$ cat src/rtl/jhash_feed.sv
// jhash_feed: packs a key word stream into 3-word jhash_core groups and returns the final hash.
module jhash_feed #(
  parameter int GUARD = 6
) (
  input  logic        clk,
  input  logic        rst_n,
  input  logic [31:0] in_data,
  input  logic        in_valid,
  input  logic        in_last,
  input  logic        in_empty,
  output logic        in_ready,
  output logic [31:0] stream_data0,
  output logic [31:0] stream_data1,
  output logic [31:0] stream_data2,
  output logic        stream_valid,
  output logic        stream_done,
  output logic [1:0]  stream_left,
  input  logic        stream_ack,
  input  logic [31:0] hash_in,
  input  logic        hash_done_in,
  output logic        core_rst,
  output logic [31:0] out_hash,
  output logic        out_valid,
  input  logic        out_ready
);
  localparam int GW = GUARD < 1 ? 1 : $clog2(GUARD + 1);
  typedef enum logic [2:0] {CLR, COLLECT, FULL, FINAL, RESULT} state_t;
  state_t        state_q;
  logic          clr_q;
  logic [1:0]    cnt_q, left_q;
  logic [GW-1:0] guard_q;
  logic [31:0]   data_q [3];
  logic [31:0]   hash_q;
  // Outputs decode registered state only, so reset takes effect on them immediately.
  assign in_ready     = state_q == COLLECT;
  assign stream_valid = state_q == FULL || state_q == FINAL;
  assign stream_done  = state_q == FINAL && guard_q == '0;
  assign core_rst     = state_q == CLR;
  assign out_valid    = state_q == RESULT;
  assign out_hash     = hash_q;
  assign stream_left  = left_q;
  assign stream_data0 = data_q[0];
  assign stream_data1 = data_q[1];
  assign stream_data2 = data_q[2];
  always_ff @(posedge clk or negedge rst_n) begin
    if (!rst_n) begin
      state_q <= CLR;
      clr_q   <= 1'b0;
      cnt_q   <= '0;
      left_q  <= '0;
      guard_q <= '0;
      data_q  <= '{default: '0};
      hash_q  <= '0;
    end else begin
      if (guard_q != '0) guard_q <= guard_q - 1'b1;
      case (state_q)
        CLR: begin
          clr_q  <= ~clr_q;
          cnt_q  <= '0;
          left_q <= '0;
          data_q <= '{default: '0};
          if (clr_q) state_q <= COLLECT;
        end
        COLLECT: if (in_valid) begin
          if (!in_empty) begin
            data_q[cnt_q] <= in_data;
            cnt_q         <= cnt_q + 2'd1;
          end
          if (in_last) begin
            left_q  <= in_empty ? cnt_q : cnt_q + 2'd1;
            state_q <= FINAL;
          end else if (!in_empty && cnt_q == 2'd2) begin
            left_q  <= 2'd3;
            state_q <= FULL;
          end
        end
        // Unused slots were zeroed on ack/clear, so FINAL pads with zeros for free.
        FULL: if (stream_ack) begin
          cnt_q   <= '0;
          data_q  <= '{default: '0};
          guard_q <= GW'(GUARD);
          state_q <= COLLECT;
        end
        FINAL: if (guard_q == '0 && hash_done_in) begin
          hash_q  <= hash_in;
          state_q <= RESULT;
        end
        RESULT: if (out_ready) begin
          clr_q   <= 1'b0;
          state_q <= CLR;
        end
        default: state_q <= CLR;
      endcase
    end
  end
endmodule

$ cat config.mk
export PLATFORM = sky130hd
export DESIGN_NAME = jhash_feed
export DESIGN_NICKNAME = d
export VERILOG_FILES = /design/src/rtl/jhash_feed.sv
export SDC_FILE = /design/constraint.sdc
export NUM_CORES = 1
export LEC_CHECK = 0
export ABC_AREA = 1
export CORE_MARGIN = 2
export CORE_UTILIZATION = 40
export DETAILED_ROUTE_END_ITERATION = 12
export GPL_TIMING_DRIVEN = 0
export PLACE_DENSITY_LB_ADDON = 0.05
export SKIP_CTS_REPAIR_TIMING = 1
export SLEW_MARGIN = 20
export SYNTH_ARGS = -nofsm -noshare
export SYNTH_HDL_FRONTEND = slang
export SYNTH_SLANG_ARGS = --single-unit
$ cat constraint.sdc
create_clock -name clk -period 1.6 [get_ports clk]
set_input_delay 0.32 -clock clk [delete_from_list [all_inputs] [get_ports clk]]
set_output_delay 0.32 -clock clk [all_outputs]
set_load 0.005 [all_outputs]
==> summary.md, run 1 <==
| Metric | Value |
|---|---|
| Grt ovf | 0 |
| Cell Int Power | 12.4 mW |
| Drt pass-1 iters | 5 |
| Fraction of post-synthesis cell area in the top cell type by area | 54.4% |
| Filler instances | 1,253 |
| Antenna diode instance count | 0 |
| Maximum level of the CTS H-tree | 4 |
| Cell area after placement | 0.00875 mm2 |
| Worst Hold Class | in2async |
| Hold violation total from the final report | 0 |
| Warning count from the yosys run | 0 |
| Commonest non-fill, non-tap cell in the layout | sky130_fd_sc_hd__nand2_1 |
| Tmin final | 1920 ps |
| Clk sinks | 139 |
| Final design utilization | 70.5% |
| Remaining antenna violation count | 0 |
| Cts bufs inserted | 17 |
| Non-Filler Instances | 1,276 |
| Crit end category | output pin |
| Global-route wire length before repair | 28.3 mm |
| Area enclosed by the die boundary | 0.0170 mm2 |
| Commonest cells after routing, fill and taps aside | sky130_fd_sc_hd__nand2_1 (189), sky130_fd_sc_hd__dfrtp_1 (136), sky130_fd_sc_hd__dlymetal6s2s_1 (130), sky130_fd_sc_hd__nand4_1 (96), sky130_fd_sc_hd__nand2_2 (84) |
| Gate count after technology mapping | 739 |
| Io pins | 207 |
| GP Congestion | 0.798 |
| Achievable clock frequency | 520 MHz |
| TritonCTS clock tree | built |
| Ratio of final minimum period to clock period | 120% |
| Final setup viols | 126 |
| Effective utilization at floorplan | 40.6% |
| Total length of routed wires | 20.9 mm |
| Number of max-slew violations in the final report | 0 |
| Number of placed cells counting well taps | 1,161 |
| Cell Rows | 46 |
| Post-synth net total | 816 |
| Violated checks | negative setup slack |
| Count of distinct cell types in the synthesized netlist | 30 |
| Number of global-route vias before repair | 5,400 |
| Pin slew with the least headroom to its limit | 705 ps |
| Data required time of the worst path | 1280 ps |
| Worst slew margin relative to its limit | 53.0% |
| Cell type with the highest aggregate area in the netlist | sky130_fd_sc_hd__dfrtp_1 |
| Largest vdd supply drop | 1.13 mV |
| Fraction of power spent switching nets | 38.2% |
| Power share of the clock group | 18.1% |
| Max-capacitance violation count | 0 |
| Non-Filler Cell Area, Final | 0.0111 mm2 |
| Fin Hold WS | 437 ps |
| Crit Path Max Fanout | 6 |
| Number of vias in the routed layout | 6,247 |
| Relative contribution of sequential cells to total power | 26.4% |
| Part of the total power dissipated in combinational logic | 55.4% |
| Core area | 0.0158 mm2 |
| Die extent in y | 130 um |
| Detailed router's first-iteration violation count | 363 |
| Layout overhead on the synthesized area | 73.8% |
| Setup Skew | 8.14 ps |
| Number of design rule violations left after detail routing | 0 |
| Mean instance size in the synthesized netlist | 8.66 um2 |
| Most area-consuming cells after synthesis | sky130_fd_sc_hd__dfrtp_1 (54%), sky130_fd_sc_hd__nand2_1 (17%), sky130_fd_sc_hd__nand4_1 (9.4%) |
| Nature of the critical path startpoint | flip-flop |
| Static leakage | 7.68 nW |
| Buffer levels on the longest clock path | 2 |
| HPWL after detailed placement | 13.3 mm |
| Result of the run | finished, violations left |
| Fin nets | 1,125 |
| Portion of the post-synthesis area used by sequential elements | 54.4% |
| PnR worst setup slack | -322 ps |
| Net Sw Power | 7.65 mW |
| Critical path arrival | 1600 ps |
| Clock Latency Late Sink | 420 ps |
| Mapped Area | 0.00640 mm2 |
| Count of port buffers added during placement | 205 |
| Global-route usage over all layers | 21.5% |
| Unrepaired setup endpoints after global routing | true |
| Synthesis-stage register bit count | 139 |
| Startpoint-to-endpoint class of the critical path | reg2out |
| Fraction of layout cells with a size suffix above 1 | 27.9% |
| Drt via density | 4.90 |
| Cell Pwr Density | 1800 mW/mm2 |
| Initial antenna violation count | 0 |
| Chip Width | 130 um |
| Routed wire per std cell | 16.4 um |
| Largest net degree at the start of global routing | 78 |
| CTS Root Cell | sky130_fd_sc_hd__clkbuf_16 |
| Post-CTS clock slew at the launch and capture registers of the worst setup and hold paths | 50 ps |
registers in the layout, indices dropped and copies added, names as in the netlist:
signal,flops
guard_q,3
cnt_q,2
clr_q,1
out_hash,32
stream_left,2
stream_data2,32
stream_data1,32
state_q,3
stream_data0,32
metrics by stage:
step	total power, mW	setup slack [ps]	setup TNS [ps]
floorplan	9.49	84.3	0
CTS	16.8	-1030	-15830
global route	21.2	-372	-20180
detailed placement	13.2	-586	-32360
global placement	13.1	-5570	-803260
finish	20.0	-322	-10070
power groups by stage:
stage / logic [mW] / registers, mW / clock network [mW]
floorplan: 4.23 / 5.26 / 0
global placement: 7.86 / 5.24 / 0
detailed placement: 7.93 / 5.23 / 0
CTS: 7.95 / 5.21 / 3.68
global route: 11.9 / 5.40 / 3.84
finish: 11.1 / 5.29 / 3.63
layout make-up:
cell class,count,area (um2),area share [%]
buffer,51,513,4.61
clock buffer,23,468,4.21
clock inverter,8,70.1,0.630
inverter,51,204,1.83
multi-input combinational,497,2780,25.0
sequential,139,3480,31.3
tap,216,270,2.43
timing repair buffer,291,3330,29.9
critical path, stage by stage (launching register included):
cell	delay (ps)
sky130_fd_sc_hd__dfrtp_1	390
sky130_fd_sc_hd__inv_2	90
sky130_fd_sc_hd__ha_4	150
sky130_fd_sc_hd__nand2_4	50
sky130_fd_sc_hd__nor3_4	260
sky130_fd_sc_hd__buf_6	160
sky130_fd_sc_hd__buf_6	90
routing by layer:
metal | GRT usage, % | part of all wire [%]
met5 | 0 | 0
met4 | 7.01 | 1.7
met3 | 5.46 | 5.7
met2 | 34.4 | 51
met1 | 28.7 | 42
synth_stat cells (all sizes together):
library cell  instances
nand2               289
dfrtp               139
nand4                96
inv                  51
buf                  47
nand3                44
nor2                 44
clkbuf                7
o21ai                 7
ha                    5
nor3                  3
a21oi                 2
o211ai                1
o22ai                 1
or2                   1
xnor2                 1
xor2                  1
cells by family (layout without fill, tap and decap cells):
group / Yosys count / after routing / share of synthesized area [%]
and+or+nand+nor: 477 / 479 / 34.4
adders and majority gates: 5 / 5 / 0.978
xor gates and xnor gates: 2 / 2 / 0.274
buffers and inverters: 105 / 424 / 8.88
AOI/OAI and AO/OA: 11 / 11 / 1.10
DFF: 139 / 139 / 54.4
worst paths after layout:
check,end,cells after the start,slack (ps),from
max,stream_done,6,-320,guard_q[1]$_DFF_PN0_
min,stream_data0[27]$_DFFE_PN0P_,2,440,rst_n
max reg2reg,stream_data1[14]$_DFFE_PN0P_,10,-150,state_q[2]$_DFFE_PN0P_
min reg2reg,stream_data2[24]$_DFFE_PN0P_,2,460,stream_data2[24]$_DFFE_PN0P_
max in group asynchronous,stream_data2[13]$_DFFE_PN0P_,3,410,rst_n
min in group clk,out_hash[2]$_DFFE_PN0P_,3,450,hash_in[2]
Power figures use the tool's default switching activity.
==> run 2: changes to the inputs <==
CORE_UTILIZATION = 42   (was 40)
CTS_BUF_LIST = sky130_fd_sc_hd__clkbuf_16   (was unset)
==> summary.md, run 2 (synthesis gave the netlist of run 1 again) <==
| Metric | Value |
|---|---|
| Drt pass-1 iters | 5 (unchanged) |
| Largest net degree at the start of global routing | 75 (-3.8%) |
| Part of the total power dissipated in combinational logic | 55.6% (+0.2 points) |
| Achievable clock frequency | 496 MHz (-4.8%) |
| Non-Filler Instances | 1,257 (-1.5%) |
| Routed wire per std cell | 17.4 um (+6.2%) |
| Cell Int Power | 12.4 mW (about the same) |
| Data required time of the worst path | 1280 ps (about the same) |
| Number of max-slew violations in the final report | 0 (unchanged) |
| Number of placed cells counting well taps | 1,133 (-2.4%) |
| Core area | 0.0150 mm2 (-4.7%) |
| Non-Filler Cell Area, Final | 0.0112 mm2 (+0.52%) |
| Cell Rows | 45 (-2.2%) |
| Relative contribution of sequential cells to total power | 26.2% (-0.2 points) |
| Count of port buffers added during placement | 205 (unchanged) |
| DP Worst Slack | -572 ps (+13.7 ps) |
| Effective utilization at floorplan | 42.6% (+2.0 points) |
| Critical path arrival | 1700 ps (+100 ps) |
| Post-CTS clock slew at the launch and capture registers of the worst setup and hold paths | 60 ps (about the same) |
| Net Sw Power | 7.84 mW (+2.5%) |
| Number of global-route vias before repair | 5,821 (+7.8%) |
| Layout overhead on the synthesized area | 74.7% |
| Cts bufs inserted | 17 (unchanged) |
| Number of design rule violations left after detail routing | 0 (unchanged) |
| Clock Latency Late Sink | 420 ps (about the same) |
| Crit Path Max Fanout | 6 (unchanged) |
| Commonest non-fill, non-tap cell in the layout | sky130_fd_sc_hd__nand2_1 |
| Buffer levels on the longest clock path | 2 (unchanged) |
| Violated checks | negative setup slack |
| Fraction of power spent switching nets | 38.8% (+0.58 points) |
| Remaining antenna violation count | 0 (unchanged) |
| PnR worst setup slack | -418 ps (-96.1 ps) |
| Nature of the critical path startpoint | flip-flop |
| Drt via density | 5.12 (+4.5%) |
| Fin nets | 1,134 (+0.80%) |
| Cell area after placement | 0.00872 mm2 (-0.40%) |
| HPWL after detailed placement | 13.5 mm (+1.7%) |
| Startpoint-to-endpoint class of the critical path | reg2out |
| Static leakage | 7.75 nW (+0.87%) |
| Unrepaired setup endpoints after global routing | true |
| Reg-to-reg critical path endpoint | out_hash[27]$_DFFE_PN0P_ |
| Commonest cells after routing, fill and taps aside | sky130_fd_sc_hd__nand2_1 (196), sky130_fd_sc_hd__dfrtp_1 (137), sky130_fd_sc_hd__dlymetal6s2s_1 (130), sky130_fd_sc_hd__nand4_1 (96), sky130_fd_sc_hd__nand2_2 (71) |
| Pin slew with the least headroom to its limit | 692 ps (-13.3 ps) |
| Detailed router's first-iteration violation count | 342 (-5.8%) |
| Max-capacitance violation count | 0 (unchanged) |
| Final setup viols | 136 (+7.9%) |
| CTS Root Cell | sky130_fd_sc_hd__clkbuf_16 |
| Largest vdd supply drop | 1.10 mV (-2.6%) |
| Fraction of layout cells with a size suffix above 1 | 28.6% (+0.70 points) |
| Global-route usage over all layers | 22.9% (+1.4 points) |
| Tmin final | 2020 ps (+96.1 ps) |
| Area enclosed by the die boundary | 0.0162 mm2 (-4.6%) |
| Power share of the clock group | 18.2% (about the same) |
| Die extent in y | 127 um (-2.3%) |
| Number of vias in the routed layout | 6,431 (+2.9%) |
| Grt ovf | 0 (unchanged) |
| Setup TNS | -14,480 ps (-4400 ps) |
| Total length of routed wires | 21.9 mm (+4.6%) |
| Worst slew margin relative to its limit | 53.9% (+0.88 points) |
| Setup Skew | 7.28 ps (-0.854 ps) |
| Ratio of final minimum period to clock period | 126% (+6.0 points) |
| Hold violation total from the final report | 0 (unchanged) |
| Maximum level of the CTS H-tree | 4 (unchanged) |
| GP Congestion | 0.876 (+9.8%) |
| Launching point of the worst reg2reg path | guard_q[1]$_DFF_PN0_ |
| Cell Pwr Density | 1810 mW/mm2 (+0.44%) |
| Worst-case reg-to-reg path depth | 10 (unchanged) |
| Global-route wire length before repair | 29.1 mm (+2.7%) |
| Io pins | 207 (unchanged) |
| Chip Width | 127 um (-2.3%) |
| Fin Hold WS | 446 ps (+9.36 ps) |
| Crit end category | output pin |
| Initial antenna violation count | 0 (unchanged) |
| Result of the run | finished, violations left |
| Flop-to-flop setup slack | -210 ps (-60 ps) |
| Worst Hold Class | in2async |
| TritonCTS clock tree | built |
| Clk sinks | 139 (unchanged) |
| Antenna diode instance count | 0 (unchanged) |
## run 2: area by class of cell
| cell class | count | area (um2) |
|---|---|---|
| Clock buffer | 17 | 425 |
| Inverter | 51 | 211 |
| Timing Repair Buffer | 298 | 3330 |
| Clock inverter | 14 | 115 |
| Buffer | 52 | 510 |
| Sequential cell | 139 | 3480 |
| Fill cell | 1103 | 3860 |
| Multi-Input combinational cell | 498 | 2860 |
| Tap cell | 188 | 235 |
## run 2: metal layers
metal / GRT usage (%) / vias to the layer above / share of wire (%)
li1: - / 3052 / -
met1: 28.2 / 3099 / 39
met2: 37.9 / 235 / 51
met3: 7.16 / 45 / 6.6
met4: 8.40 / 0 / 3.0
met5: 0 / - / 0
## run 2: worst max path at each step
| stage | slack [ps] | end | from |
|---|---|---|---|
| 2_1_floorplan | 80 | stream_data0[21]$_DFFE_PN0P_ | cnt_q[0]$_DFFE_PN0P_ |
| 3_3_place_gp | -5280 | out_hash[16]$_DFFE_PN0P_ | rst_n |
| 3_5_place_dp | -570 | stream_done | guard_q[0]$_DFF_PN0_ |
| 4_1_cts | -1040 | stream_done | guard_q[0]$_DFF_PN0_ |
| 5_1_grt | -500 | stream_done | guard_q[1]$_DFF_PN0_ |
| 6_report | -420 | stream_done | guard_q[1]$_DFF_PN0_ |
## run 2: power groups by stage
stage / logic [mW] / registers (mW) / clock network, mW
after floorplan: 4.23 / 5.26 / 0
after global placement: 7.73 / 5.21 / 0
after detailed placement: 7.89 / 5.25 / 0
after CTS: 7.93 / 5.22 / 3.71
after global routing: 12.0 / 5.40 / 3.88
final: 11.2 / 5.29 / 3.68
## run 2: through the flow
step / power [mW] / util [%]
2_1_floorplan: 9.49 / -
3_3_place_gp: 12.9 / 57.8
3_5_place_dp: 13.1 / 58.0
4_1_cts: 16.9 / 61.6
5_1_grt: 21.3 / 74.3
6_report: 20.2 / 74.3
## run 2: critical path, stage by stage, from the launching register on
cell and delay [ps]:
sky130_fd_sc_hd__dfrtp_1 400, sky130_fd_sc_hd__inv_2 90, sky130_fd_sc_hd__ha_4 150, sky130_fd_sc_hd__nand2_4 60
sky130_fd_sc_hd__nor3_4 320, sky130_fd_sc_hd__buf_6 160, sky130_fd_sc_hd__buf_6 80
==> run 3: changes to the inputs <==
CORE_MARGIN = 1.5   (was 2)
==> summary.md, run 3 (synthesis gave the netlist of run 1 again) <==
| Metric | Value |
|---|---|
| Result of the run | finished, violations left |
| Violated checks | negative setup slack |
| HPWL after detailed placement | 13.7 mm (+1.3%) |
| Worst slew margin relative to its limit | 64.6% (+11 points) |
| Fin nets | 1,169 (+3.1%) |
| Routed wire per std cell | 18.2 um (+4.9%) |
| Setup TNS | -12,800 ps (+1670 ps) |
| Drt pass-1 iters | 5 (unchanged) |
| Static leakage | 8.05 nW (+3.8%) |
| Data required time of the worst path | 1280 ps (about the same) |
| Drt via density | 5.33 (+4.2%) |
| Crit end category | output pin |
| Max-capacitance violation count | 0 (unchanged) |
| Post-CTS clock slew at the launch and capture registers of the worst setup and hold paths | 60 ps (about the same) |
| Effective utilization at floorplan | 43.5% (+0.97 points) |
| Area enclosed by the die boundary | 0.0160 mm2 (-1.6%) |
| Worst-case reg-to-reg path depth | 10 (unchanged) |
| Chip Width | 126 um (-0.78%) |
| Buffer levels on the longest clock path | 2 (unchanged) |
| Commonest cells after routing, fill and taps aside | sky130_fd_sc_hd__nand2_1 (154), sky130_fd_sc_hd__dfrtp_1 (138), sky130_fd_sc_hd__dlymetal6s2s_1 (129), sky130_fd_sc_hd__nand2_2 (102), sky130_fd_sc_hd__buf_4 (97) |
| Cts bufs inserted | 17 (unchanged) |
| Remaining antenna violation count | 0 (unchanged) |
| PnR worst setup slack | -354 ps (+63.9 ps) |
| Cell Rows | 44 (-2.2%) |
| Final setup viols | 134 (-1.5%) |
| Slowest stage delay, CP | 390 ps (about the same) |
| Tmin final | 1950 ps (-63.9 ps) |
| Cell Pwr Density | 1880 mW/mm2 (+4.0%) |
| Global-route wire length before repair | 30.2 mm (+3.9%) |
| Hold Path Depth | 3 |
| Hold violation total from the final report | 0 (unchanged) |
| Startpoint-to-endpoint class of the critical path | reg2out |
| GP Congestion | 0.845 (-3.5%) |
| Commonest non-fill, non-tap cell in the layout | sky130_fd_sc_hd__nand2_1 |
| CTS Root Cell | sky130_fd_sc_hd__clkbuf_16 |
| Critical path arrival | 1630 ps (-70 ps) |
| Grt ovf | 0 (unchanged) |
| Clk sinks | 139 (unchanged) |
| Non-Filler Cell Area, Final | 0.0117 mm2 (+4.4%) |
| Number of max-slew violations in the final report | 0 (unchanged) |
| Nature of the critical path startpoint | flip-flop |
| Count of port buffers added during placement | 205 (unchanged) |
| Ratio of final minimum period to clock period | 122% (-4.0 points) |
| Largest net degree at the start of global routing | 74 (-1.3%) |
| Crit path top cell by count | sky130_fd_sc_hd__buf_6 |
| Initial antenna violation count | 0 (unchanged) |
| Antenna diode instance count | 0 (unchanged) |
| Number of global-route vias before repair | 5,916 (+1.6%) |
| Total length of routed wires | 23.5 mm (+7.5%) |
| TritonCTS clock tree | built |
| Unrepaired setup endpoints after global routing | true |
| Fraction of layout cells with a size suffix above 1 | 33.9% (+5.3 points) |
| Setup Skew | 7.41 ps (+0.127 ps) |
| Pin slew with the least headroom to its limit | 531 ps (-161 ps) |
| Detailed router's first-iteration violation count | 530 (+55%) |
| Number of vias in the routed layout | 6,873 (+6.9%) |
| Number of design rule violations left after detail routing | 0 (unchanged) |
| Achievable clock frequency | 512 MHz (+3.3%) |
| Io pins | 207 (unchanged) |
| Cell area after placement | 0.00871 mm2 (about the same) |
| Slowest stage cell, crit path | sky130_fd_sc_hd__dfrtp_1 |
| Total Power | 21.9 mW (+8.6%) |
| Core area | 0.0147 mm2 (-2.2%) |
| Clock Latency Late Sink | 420 ps (about the same) |
| Global-route usage over all layers | 23.9% (+1.1 points) |
| Crit Path Max Fanout | 4 (-2) |
| Maximum level of the CTS H-tree | 4 (unchanged) |
| Layout overhead on the synthesized area | 82.4% |
| Die extent in y | 126 um (-0.78%) |
| Largest vdd supply drop | 1.21 mV (+9.8%) |
| Crit-path cells | inv_2 -> ha_4 -> nand2_4 -> nor3_4 -> buf_6 -> buf_6 |
| Worst Hold Class | in2reg |
[run 3: cell count changes in the layout (fill, tap and decap cells not counted), moves of 3 or more]
cell / change
sky130_fd_sc_hd__clkinv_2: -3
sky130_fd_sc_hd__bufinv_16: +3
sky130_fd_sc_hd__nand2_1: -42
sky130_fd_sc_hd__buf_4: +30
sky130_fd_sc_hd__nand2_2: +31
sky130_fd_sc_hd__inv_1: +4
sky130_fd_sc_hd__nand2_4: +12
[run 3: path summary, 6_finish.rpt]
path | startpoint | to | slack, ps
min in group asynchronous | rst_n | stream_data2[23]$_DFFE_PN0P_ | 450
worst max register to register | guard_q[1]$_DFF_PN0_ | out_hash[21]$_DFFE_PN0P_ | -160
worst max-delay path | guard_q[1]$_DFF_PN0_ | stream_done | -350
max in group asynchronous | rst_n | stream_data2[4]$_DFFE_PN0P_ | 420
worst min-delay path | hash_done_in | out_hash[31]$_DFFE_PN0P_ | 370
worst min register to register | stream_left[0]$_DFFE_PN0P_ | stream_left[0]$_DFFE_PN0P_ | 470
[run 3: metal layers]
layer  up-vias  wire, um  track usage [%]
li1       3117         -                -
met1      3377      9140             30.8
met2       325     11900             38.9
met3        54      1880             7.04
met4         0       606             8.11
met5         -         0                0
[run 3: cell type report]
cell class / instances / area [um2]
clock buffers: 17 / 425
flip-flops and latches: 139 / 3480
multi-input cells: 497 / 2960
well taps: 184 / 230
fillers: 936 / 3030
repair buffers: 333 / 3630
plain buffers: 53 / 543
clock inverters: 15 / 190
inverters: 51 / 204
[run 3: power by group]
part	total, mW	leakage [nW]	switching [mW]	internal [mW]
Sequential	5.32	1.88	0.725	4.59
Combinational	12.4	5.85	6.23	6.19
Clock	4.20	0.319	1.49	2.71
[run 3: critical path: cells and delay by family, from the launching register on]
family	cells	cell delay (ps)
buffers and inverters	3	320
DFF	1	390
adders and majority gates	1	150
and+or+nand+nor	2	350
[run 3: stage by stage]
stage / instances / util, % / hold WS (ps) / setup WS [ps]
5_1_grt: 1289 / 79.4 / 392 / -428
3_3_place_gp: 1128 / 59.0 / 455 / -5260
4_1_cts: 1161 / 63.5 / -135 / -1020
3_5_place_dp: 1129 / 59.3 / 308 / -563
6_report: 1289 / 79.4 / 367 / -354
2_1_floorplan: 739 / - / 24.4 / 84.3
